==> config.mk <==
export PLATFORM = sky130hd
export DESIGN_NAME = hmac_ipad_feeder
export DESIGN_NICKNAME = d
export VERILOG_FILES = /design/src/rtl/hmac_ipad_feeder.sv
export SDC_FILE = /design/constraint.sdc
export NUM_CORES = 2
export LEC_CHECK = 0
export BUFFER_PORTS_ARGS = -buffer_cell sky130_fd_sc_hd__buf_2
export CORE_UTILIZATION = 58
export DETAILED_ROUTE_END_ITERATION = 8
export GPL_ROUTABILITY_DRIVEN = 0
export PLACE_DENSITY = 0.86
export SKIP_CTS_REPAIR_TIMING = 1
export SLEW_MARGIN = 40
export SYNTH_ARGS = -nofsm -noshare
export SYNTH_HDL_FRONTEND = slang
export SYNTH_SLANG_ARGS = --single-unit
==> constraint.sdc <==
create_clock -name clk -period 4.15 [get_ports clk]
set_input_delay 1.245 -clock clk [delete_from_list [all_inputs] [get_ports clk]]
set_output_delay 1.245 -clock clk [all_outputs]
set_load 0.05 [all_outputs]
==> src/rtl/hmac_ipad_feeder.sv <==
// hmac_ipad_feeder: inner-pass front end for HMAC-SHA1.
// Latches the key, bursts key^ipad into the SHA-1 core, then buffers the
// message into 16-word blocks, appends SHA-1 padding plus the 64-bit length
// (which includes the 64-byte ipad block) and bursts each block to the core.
// Optional feature macro: HMAC_PAD_BYTE_EN (honour msg_bytes on the final word).
module hmac_ipad_feeder #(
  parameter int LEN_W = 32
) (
  input  logic         clk,
  input  logic         rst_n,
  input  logic [511:0] key,
  input  logic         start,
  input  logic [31:0]  msg_data,
  input  logic         msg_valid,
  input  logic         msg_last,
  input  logic [1:0]   msg_bytes,
  output logic         msg_ready,
  input  logic         sha_ready,
  output logic [31:0]  out_to_sha,
  output logic         sah_start,
  output logic         sha_first,
  output logic         busy,
  output logic         done
);

  typedef enum logic [2:0] {
    S_IDLE, S_KEYWAIT, S_KEYBURST, S_FILL, S_PAD, S_WAITRDY, S_BURST, S_DONE
  } state_t;

  state_t           r_state, w_nextState;
  logic [511:0]     r_key;
  logic [31:0]      r_buf [16];
  logic [3:0]       r_wi, r_cnt, w_nextCnt;
  logic [LEN_W-1:0] r_nbytes;
  logic             r_seenLow, r_markPending, r_lenOk, r_padPending, r_final;
  logic             r_msgReady, r_sahStart, r_shaFirst, r_busy, r_done;
  logic [31:0]      r_out;
  logic [31:0]      w_keyWords [16];
  logic [31:0]      w_wrData, w_padWord;
  logic [63:0]      w_len;
  logic [2:0]       w_lastBytes;
  logic [LEN_W-1:0] w_byteInc;
  logic             w_accept, w_go, w_burstStart, w_fullWord;

`ifdef HMAC_PAD_BYTE_EN
  assign w_lastBytes = (msg_bytes == 2'd0) ? 3'd4 : {1'b0, msg_bytes};

  // Final partial word: keep the valid bytes, place 0x80 right after them, zero the rest
  always_comb begin
    w_wrData = msg_data;
    if (msg_last) begin
      case (msg_bytes)
        2'd1:    w_wrData = {msg_data[31:24], 24'h800000};
        2'd2:    w_wrData = {msg_data[31:16], 16'h8000};
        2'd3:    w_wrData = {msg_data[31:8], 8'h80};
        default: w_wrData = msg_data;
      endcase
    end
  end
`else
  logic w_unusedBytes;
  assign w_unusedBytes = ^msg_bytes;
  assign w_lastBytes   = 3'd4;
  assign w_wrData      = msg_data;
`endif

  assign w_fullWord   = (w_lastBytes == 3'd4);
  assign w_byteInc    = LEN_W'(msg_last ? w_lastBytes : 3'd4);
  assign w_accept     = (r_state == S_FILL) && msg_valid;
  assign w_go         = sha_ready && r_seenLow;
  assign w_burstStart = ((r_state == S_KEYWAIT) || (r_state == S_WAITRDY)) && w_go;
  assign w_len        = (64'(r_nbytes) + 64'd64) << 3;

  // Key block words: each 32-bit slice of the latched key XOR the ipad constant
  always_comb begin
    for (int i = 0; i < 16; i++) begin
      w_keyWords[i] = r_key[511 - 32*i -: 32] ^ 32'h36363636;
    end
  end

  // Word written into the buffer on each padding cycle
  always_comb begin
    w_padWord = 32'h0;
    if (r_markPending) begin
      w_padWord = 32'h80000000;
    end else if (r_lenOk && (r_wi == 4'd14)) begin
      w_padWord = w_len[63:32];
    end else if (r_lenOk && (r_wi == 4'd15)) begin
      w_padWord = w_len[31:0];
    end
  end

  // Next-state and burst word index selection
  always_comb begin
    w_nextState = r_state;
    w_nextCnt   = 4'd0;
    unique case (r_state)
      S_IDLE:     if (start) w_nextState = S_KEYWAIT;
      S_KEYWAIT:  if (w_go) w_nextState = S_KEYBURST;
      S_KEYBURST: begin
        if (r_cnt == 4'd15) w_nextState = S_FILL;
        else                w_nextCnt   = r_cnt + 4'd1;
      end
      S_FILL: begin
        if (w_accept) begin
          if (r_wi == 4'd15) w_nextState = S_WAITRDY;
          else if (msg_last) w_nextState = S_PAD;
        end
      end
      S_PAD:      if (r_wi == 4'd15) w_nextState = S_WAITRDY;
      S_WAITRDY:  if (w_go) w_nextState = S_BURST;
      S_BURST: begin
        if (r_cnt == 4'd15) begin
          if (r_final)           w_nextState = S_DONE;
          else if (r_padPending) w_nextState = S_PAD;
          else                   w_nextState = S_FILL;
        end else begin
          w_nextCnt = r_cnt + 4'd1;
        end
      end
      S_DONE:     w_nextState = S_IDLE;
      default:    w_nextState = S_IDLE;
    endcase
  end

  // State register, burst counter and all registered outputs
  always_ff @(posedge clk or negedge rst_n) begin
    if (!rst_n) begin
      r_state    <= S_IDLE;
      r_cnt      <= 4'd0;
      r_out      <= 32'h0;
      r_sahStart <= 1'b0;
      r_shaFirst <= 1'b0;
      r_msgReady <= 1'b0;
      r_busy     <= 1'b0;
      r_done     <= 1'b0;
    end else begin
      r_state    <= w_nextState;
      r_cnt      <= w_nextCnt;
      r_out      <= (w_nextState == S_KEYBURST) ? w_keyWords[w_nextCnt] :
                    (w_nextState == S_BURST)    ? r_buf[w_nextCnt]      : 32'h0;
      r_sahStart <= (w_nextState == S_KEYBURST) || (w_nextState == S_BURST);
      r_shaFirst <= (w_nextState == S_KEYBURST);
      r_msgReady <= (w_nextState == S_FILL);
      r_busy     <= (w_nextState != S_IDLE);
      r_done     <= (w_nextState == S_DONE);
    end
  end

  // Key latch, write index, byte count and padding bookkeeping flags
  always_ff @(posedge clk or negedge rst_n) begin
    if (!rst_n) begin
      r_key         <= '0;
      r_wi          <= 4'd0;
      r_nbytes      <= '0;
      r_seenLow     <= 1'b1;
      r_markPending <= 1'b0;
      r_lenOk       <= 1'b0;
      r_padPending  <= 1'b0;
      r_final       <= 1'b0;
    end else begin
      if (w_burstStart)   r_seenLow <= 1'b0;
      else if (!sha_ready) r_seenLow <= 1'b1;
      case (r_state)
        S_IDLE: begin
          if (start) begin
            r_key         <= key;
            r_wi          <= 4'd0;
            r_nbytes      <= '0;
            r_markPending <= 1'b0;
            r_lenOk       <= 1'b0;
            r_padPending  <= 1'b0;
            r_final       <= 1'b0;
          end
        end
        S_FILL: begin
          if (w_accept) begin
            r_wi     <= r_wi + 4'd1;
            r_nbytes <= r_nbytes + w_byteInc;
            if (msg_last) begin
              r_markPending <= w_fullWord;
              if (r_wi == 4'd15) begin
                r_padPending <= 1'b1;
                r_lenOk      <= 1'b1;
              end else begin
                r_lenOk <= w_fullWord ? (r_wi <= 4'd12) : (r_wi <= 4'd13);
              end
            end
          end
        end
        S_PAD: begin
          r_wi          <= r_wi + 4'd1;
          r_markPending <= 1'b0;
          if (r_wi == 4'd15) begin
            if (r_lenOk) begin
              r_final <= 1'b1;
            end else begin
              r_padPending <= 1'b1;
              r_lenOk      <= 1'b1;
            end
          end
        end
        S_BURST: if (r_cnt == 4'd15) r_padPending <= 1'b0;
        default: ;
      endcase
    end
  end

  // Block buffer: message words during FILL, padding/length words during PAD
  always_ff @(posedge clk) begin
    if (w_accept)               r_buf[r_wi] <= w_wrData;
    else if (r_state == S_PAD)  r_buf[r_wi] <= w_padWord;
  end

  assign msg_ready  = r_msgReady;
  assign out_to_sha = r_out;
  assign sah_start  = r_sahStart;
  assign sha_first  = r_shaFirst;
  assign busy       = r_busy;
  assign done       = r_done;

endmodule

Yosys cells after proc, flatten, opt, wreduce, memory -nomap -nowiden
Memory sizes are Yosys's and may differ from the RTL's.
Index checks and enable logic that the tools add are counted.
- register bits after elaboration: 597
- bits in writable memories: 512
- output and inout port bits: 37
- memories: 1
- $add $sub $neg: 4
- $lt $le $gt $ge: 2
- eq/ne operators: 23
- mux-type cells: 54
- bitwise operators: 18
- reduce and logical (&&, ||, !) cells: 21
- memory list (memory ; depth ; bits a word ; read ports ; clocked after memory_dff ; write ports ; RTL line ; text):
    r_buf ; 16 ; 32 ; 1 ; 0 ; 1 ; 32 ; logic [31:0] r_buf [16];
- operators with widths (kind ; number):
    $mux W32 ; 10
    $not A16 Y16 ; 16
    $bmux W32 S4 ; 1
    $pmux W32 S2 ; 1
    $add A32 B7 Y33 const B ; 1
    $mux W3 ; 11
    $add A32 B3 Y32 const B ; 1
    $pmux W3 S8 ; 1
    $mux W1 ; 21
    $eq A3 B3 Y1 const B ; 6
    $mux W4 ; 4
    $ne A2 B2 Y1 const B ; 7
    $eq A3 B2 Y1 const B ; 4
    $eq A4 B4 Y1 const B ; 3
    $pmux W4 S3 ; 1
    $add A4 B1 Y4 const B ; 2
    $reduce_and A4 Y1 ; 2
    $reduce_and A8 Y1 ; 1
    $pmux W1 S3 ; 2
    $reduce_and A3 Y1 ; 2
    $reduce_bool A3 Y1 ; 2
    $ge A5 B5 Y1 const B ; 1
    $logic_and A1 B1 Y1 ; 5
    $not A4 Y5 ; 1
    other kinds (13) ; 16

Logic depth before layout (Yosys ltp)
- depth in word-level cells: 8
- gate-level depth with buffers: 10
- depth with buffers taken out: 7

Worst setup path before layout
Ideal clock, no wire load.
- path kind: in2reg
- start point: input msg_valid
- end point: memory r_buf[15][0] (enable)
- data arrival time: 2.999 ns
- slack: 0.730 ns
- stages: 4
- path buffers: 1
- cells stage by stage: and2_1 -> clkbuf_1 -> nor2_1 -> nor2_1
- word-level cells in the longest chain between the ends: 4
- elaborated cells between the ends (all ways): 6
- classes of those cells: mux (4); bitwise (1); reduce/logical (1)
- ends and longest elaborated chain (item ; RTL line ; text):
    from (decl) ; 14 ; input logic msg_valid,
    $logic_and A1 B1 Y1 * ; 69 ; assign w_accept = (r_state == S_FILL) && msg_valid;
    $mux W1 ; 211 ; if (w_accept) r_buf[r_wi] <= w_wrData;
    $mux W1 (on tied branches) ; 211, 212 ;
    $or A1 B1 Y1 (no source line) * ; n/a ;
    to (decl) ; 32 ;
Mark *: on every way between the ends. The rest lies on a longest branch, timed or not.

Worst setup path in the final report
- start point: register r_state[0]
- end point: register r_out[23] (netlist: out_to_sha[23])
- word-level cells in the longest chain between the ends: 8
- elaborated cells between the ends (all ways): 30
- classes of those cells: eq/ne (9); mux (16); bitwise (1); reduce/logical (3); memory (1)
- ends and longest elaborated chain (item ; RTL line ; text):
    from (decl) ; 30 ; state_t r_state, w_nextState;
    from (signal assigned) ; 138 ; r_state <= w_nextState;
    $eq A3 B3 Y1 or $eq A3 B2 Y1 (tied branches) ; 97 ; unique case (r_state)
    $reduce_or A2 Y1 (no source line) ; n/a ;
    $mux W4 ; n/a ;
    $not A4 Y5 (implied by the code) ; 140 ; r_out <= (w_nextState == S_KEYBURST) ? w_keyWords[w_nextCnt] :
    $bmux W32 S4 ; 140 ;
    $mux W32 (implied by the code) (2 in a row) ; 140 ;
    $mux W32 * ; 140 ;
    to (signal assigned) ; 140 ;
    to (decl) ; 37 ; logic [31:0] r_out;
Mark *: on every way between the ends. The rest lies on a longest branch, timed or not. The select of a mux whose other input is x is not followed.
A chain may end at the register's enable or synchronous reset.

==> results.cfg <==
[yosys]
synth_ff_type = dfrtp_1
synth_top_family_by_area = multiplexers
synth_cells = 3407
async_reset_ff_frac = 0.5375
synth_seq_cells = 1107
synth_area_leaders = edfxtp_1, dfrtp_1, mux2_2
muxShareOfSynthArea = 0.1772
avgSynthCellArea_um2 = 13.96
yosys-top-cells-count = dfrtp_1, mux2_2, edfxtp_1, nand2_1, mux2i_1
synthAdderAreaFrac = 0.002105
synth_area_um2 = 47560
synth-xor-area-share = 0.009550
yosysUniqueCellTypes = 72
synth-simple-area-share = 0.07742
yosys_warnings = 0
ys_seq_area_frac = 0.6364
synth_top_area_share = 0.3233
synth_compound_area_frac = 0.07148
synth.most_common_cell = dfrtp_1
synth_edf_count = 512
syn_nets = 3967
synth_top_area_cell = edfxtp_1

[floorplan]
rows = 104
core-area_um2 = 80810
die_h_um = 288.4
die_w_um = 288.4
start_util = 0.5886
die-area_um2 = 83150
io_pins = 589

[drt]
drc = 166
wire_per_inst_um = 28.84
drt-vias-per-instance = 6.476
vias = 33781
drt_iter0_drc = 4222
wirelength_mm = 150.4
dr.pass1.iters = 9
ant_nets = 0

[sta]
clock_skew_ns = 0.03798
maxSlewHeadroom = 0.3449
tns_ns = 0
maxSlewViolCount = 0
min_period_ns = 3.371
finalHoldViolations = 0
finalCritPeriodShare = 0.8123
rsz0062_at_grt = false
worst_pin_slew_ns = 0.9827
fmax_ghz = 0.2966
setup_viol = 0

[pwr]
leakagePower_nw = 22.06
power.density_nw_per_um2 = 719.6
ir_drop_uv = 1111
p_total_w = 0.04025

[global_routing]
grt_antenna_before_repair = 76
grt_pass1_wl_mm = 215.3
grt_use_total = 0.3534
grt_overflow = 0
grt_max_degree = 124
grt_pass1_vias = 33519

[critical_path]
r2r_end = out_to_sha[23]
path_cells = or3b_4 -> buf_4 -> a2111oi_0 -> a221oi_2 -> a32oi_1 -> o22ai_1
r2r_setup_slack_ns = 0.78
cp-startpoint = r_state[0]
max_stage_delay_ns = 0.69
critPathKind = flop to flop
cpMaxStageDelayCell = or3b_4
cp-start-kind = flop
ff2ff_path_depth = 6
worstPathRequired_ns = 4.68
critPathMaxFanout = 26
path_delay_family = compound AO/OA/AOI/OAI gates
worstSetupEndpointType = flop
critPathArrivalTime_ns = 3.90
crit_buf_inv = 1
crit-reg2reg-launch = r_state[0]

[placed_design]
dp_hpwl_mm = 95.61
numPortBuffers = 586

[clock_tree]
insertion_delay_ns = 0.69
cts.reportedPaths.clkPinSlew_ns = 0.06
cts_tree = built
root_buffer = clkbuf_16
clk_path_buf_depth = 3
cts_buffers = 107
cts_num_sinks = 1107
cts_max_level = 3

[min_path]
holdPathStages = 1
min_to = r_key[323]
hold_start = r_key[323]
hold_class = flop to flop

[layout]
final_nets = 4542
layout-drive-gt1-share = 0.3585
area_growth_syn_to_layout_pct = 17.60

[run_status]
violations = DRC
status = complete, but fails checks

[job]
drv_cap = 0
## placed cells by master, fill, tap and decap left out, types with 52 or more instances in the layout
master     netlist  final
a31oi_1        145    145
nand3_1         70     70
mux2_2         513    513
nor2b_1         53     52
a2111oi_0       65     65
a221oi_1        66     65
diode_2          0     81
nand2_1        439    439
clkbuf_16        0    110
mux2i_1        195    195
dfrtp_1        594    594
buf_4           28     96
edfxtp_1       512    512
a22oi_1         64     64
buf_2          103    590
## routing by layer
layer,wire length (um),vias up,global-route usage,share of wire
met1,52600,16856,0.4440,0.35
li1,-,14079,-,-
met2,69780,2359,0.5411,0.46
met3,18480,471,0.1115,0.12
met5,91,-,0,0.00061
met4,9449,16,0.2071,0.063
## layout make-up
type | count | area, um2
sequential | 1107 | 30270
fill | 5168 | 24870
multi-input combinational | 2040 | 16150
timing repair buffer | 716 | 4269
clock buffer | 147 | 3029
tap | 1060 | 1326
clock inverter | 55 | 646.9
antenna | 81 | 202.7
inverter | 10 | 46.29
## per-stage QoR
step | area (um2) | utilization | setup slack, ns | std cells | hold slack, ns
finish | 55930 | 0.6922 | 0.7789 | 5216 | 0.4957
global route | 55880 | 0.6915 | 0.7005 | 5194 | 0.5072
CTS | 55720 | 0.6895 | 0.8234 | 5134 | 0.4984
detailed placement | 52040 | 0.6440 | 0.8395 | 4932 | 0.4857
global placement | 52010 | 0.6437 | 0.8270 | 4928 | 0.4810
floorplan | 47560 | - | 0.7303 | 3407 | 0.4649
## cells by family (layout without fill, tap and decap cells)
group / after synthesis / in the layout
other: 0 / 81
multiplexers: 739 / 739
adder cells (fa/ha/maj): 8 / 8
buffers and inverters: 260 / 928
XOR/XNOR: 51 / 51
AO/OA/AOI/OAI: 461 / 461
flip-flops: 1107 / 1107
AND/OR/NAND/NOR: 781 / 781
## state kept, by name, summed over array words and instances, names as in the netlist
name	cells
sha_first	1
busy	1
r_buf	512
r_padPending	1
r_lenOk	1
sah_start	1
r_markPending	1
r_wi	4
r_state	3
r_cnt	4
r_key	512
out_to_sha	32
r_nbytes	30
msg_ready	1
r_seenLow	1
done	1
r_final	1
## report_power, final
group | internal, W | switching, W
Combinational | 0.00589 | 0.00777
Sequential | 0.0146 | 0.00174
Clock | 0.00588 | 0.00432
## how the worst max path moves through the flow
stage,end,slack (ns),depth (start not counted)
final,out_to_sha[23],0.78,6
after global routing,out_to_sha[16],0.70,9
after CTS,out_to_sha[15],0.82,9
after detailed placement,r_buf[10][25],0.84,6
after global placement,out_to_sha[23],0.83,6
after floorplan,r_buf[15][0],0.73,4
No activity file was read; power rests on OpenSTA's default activity.
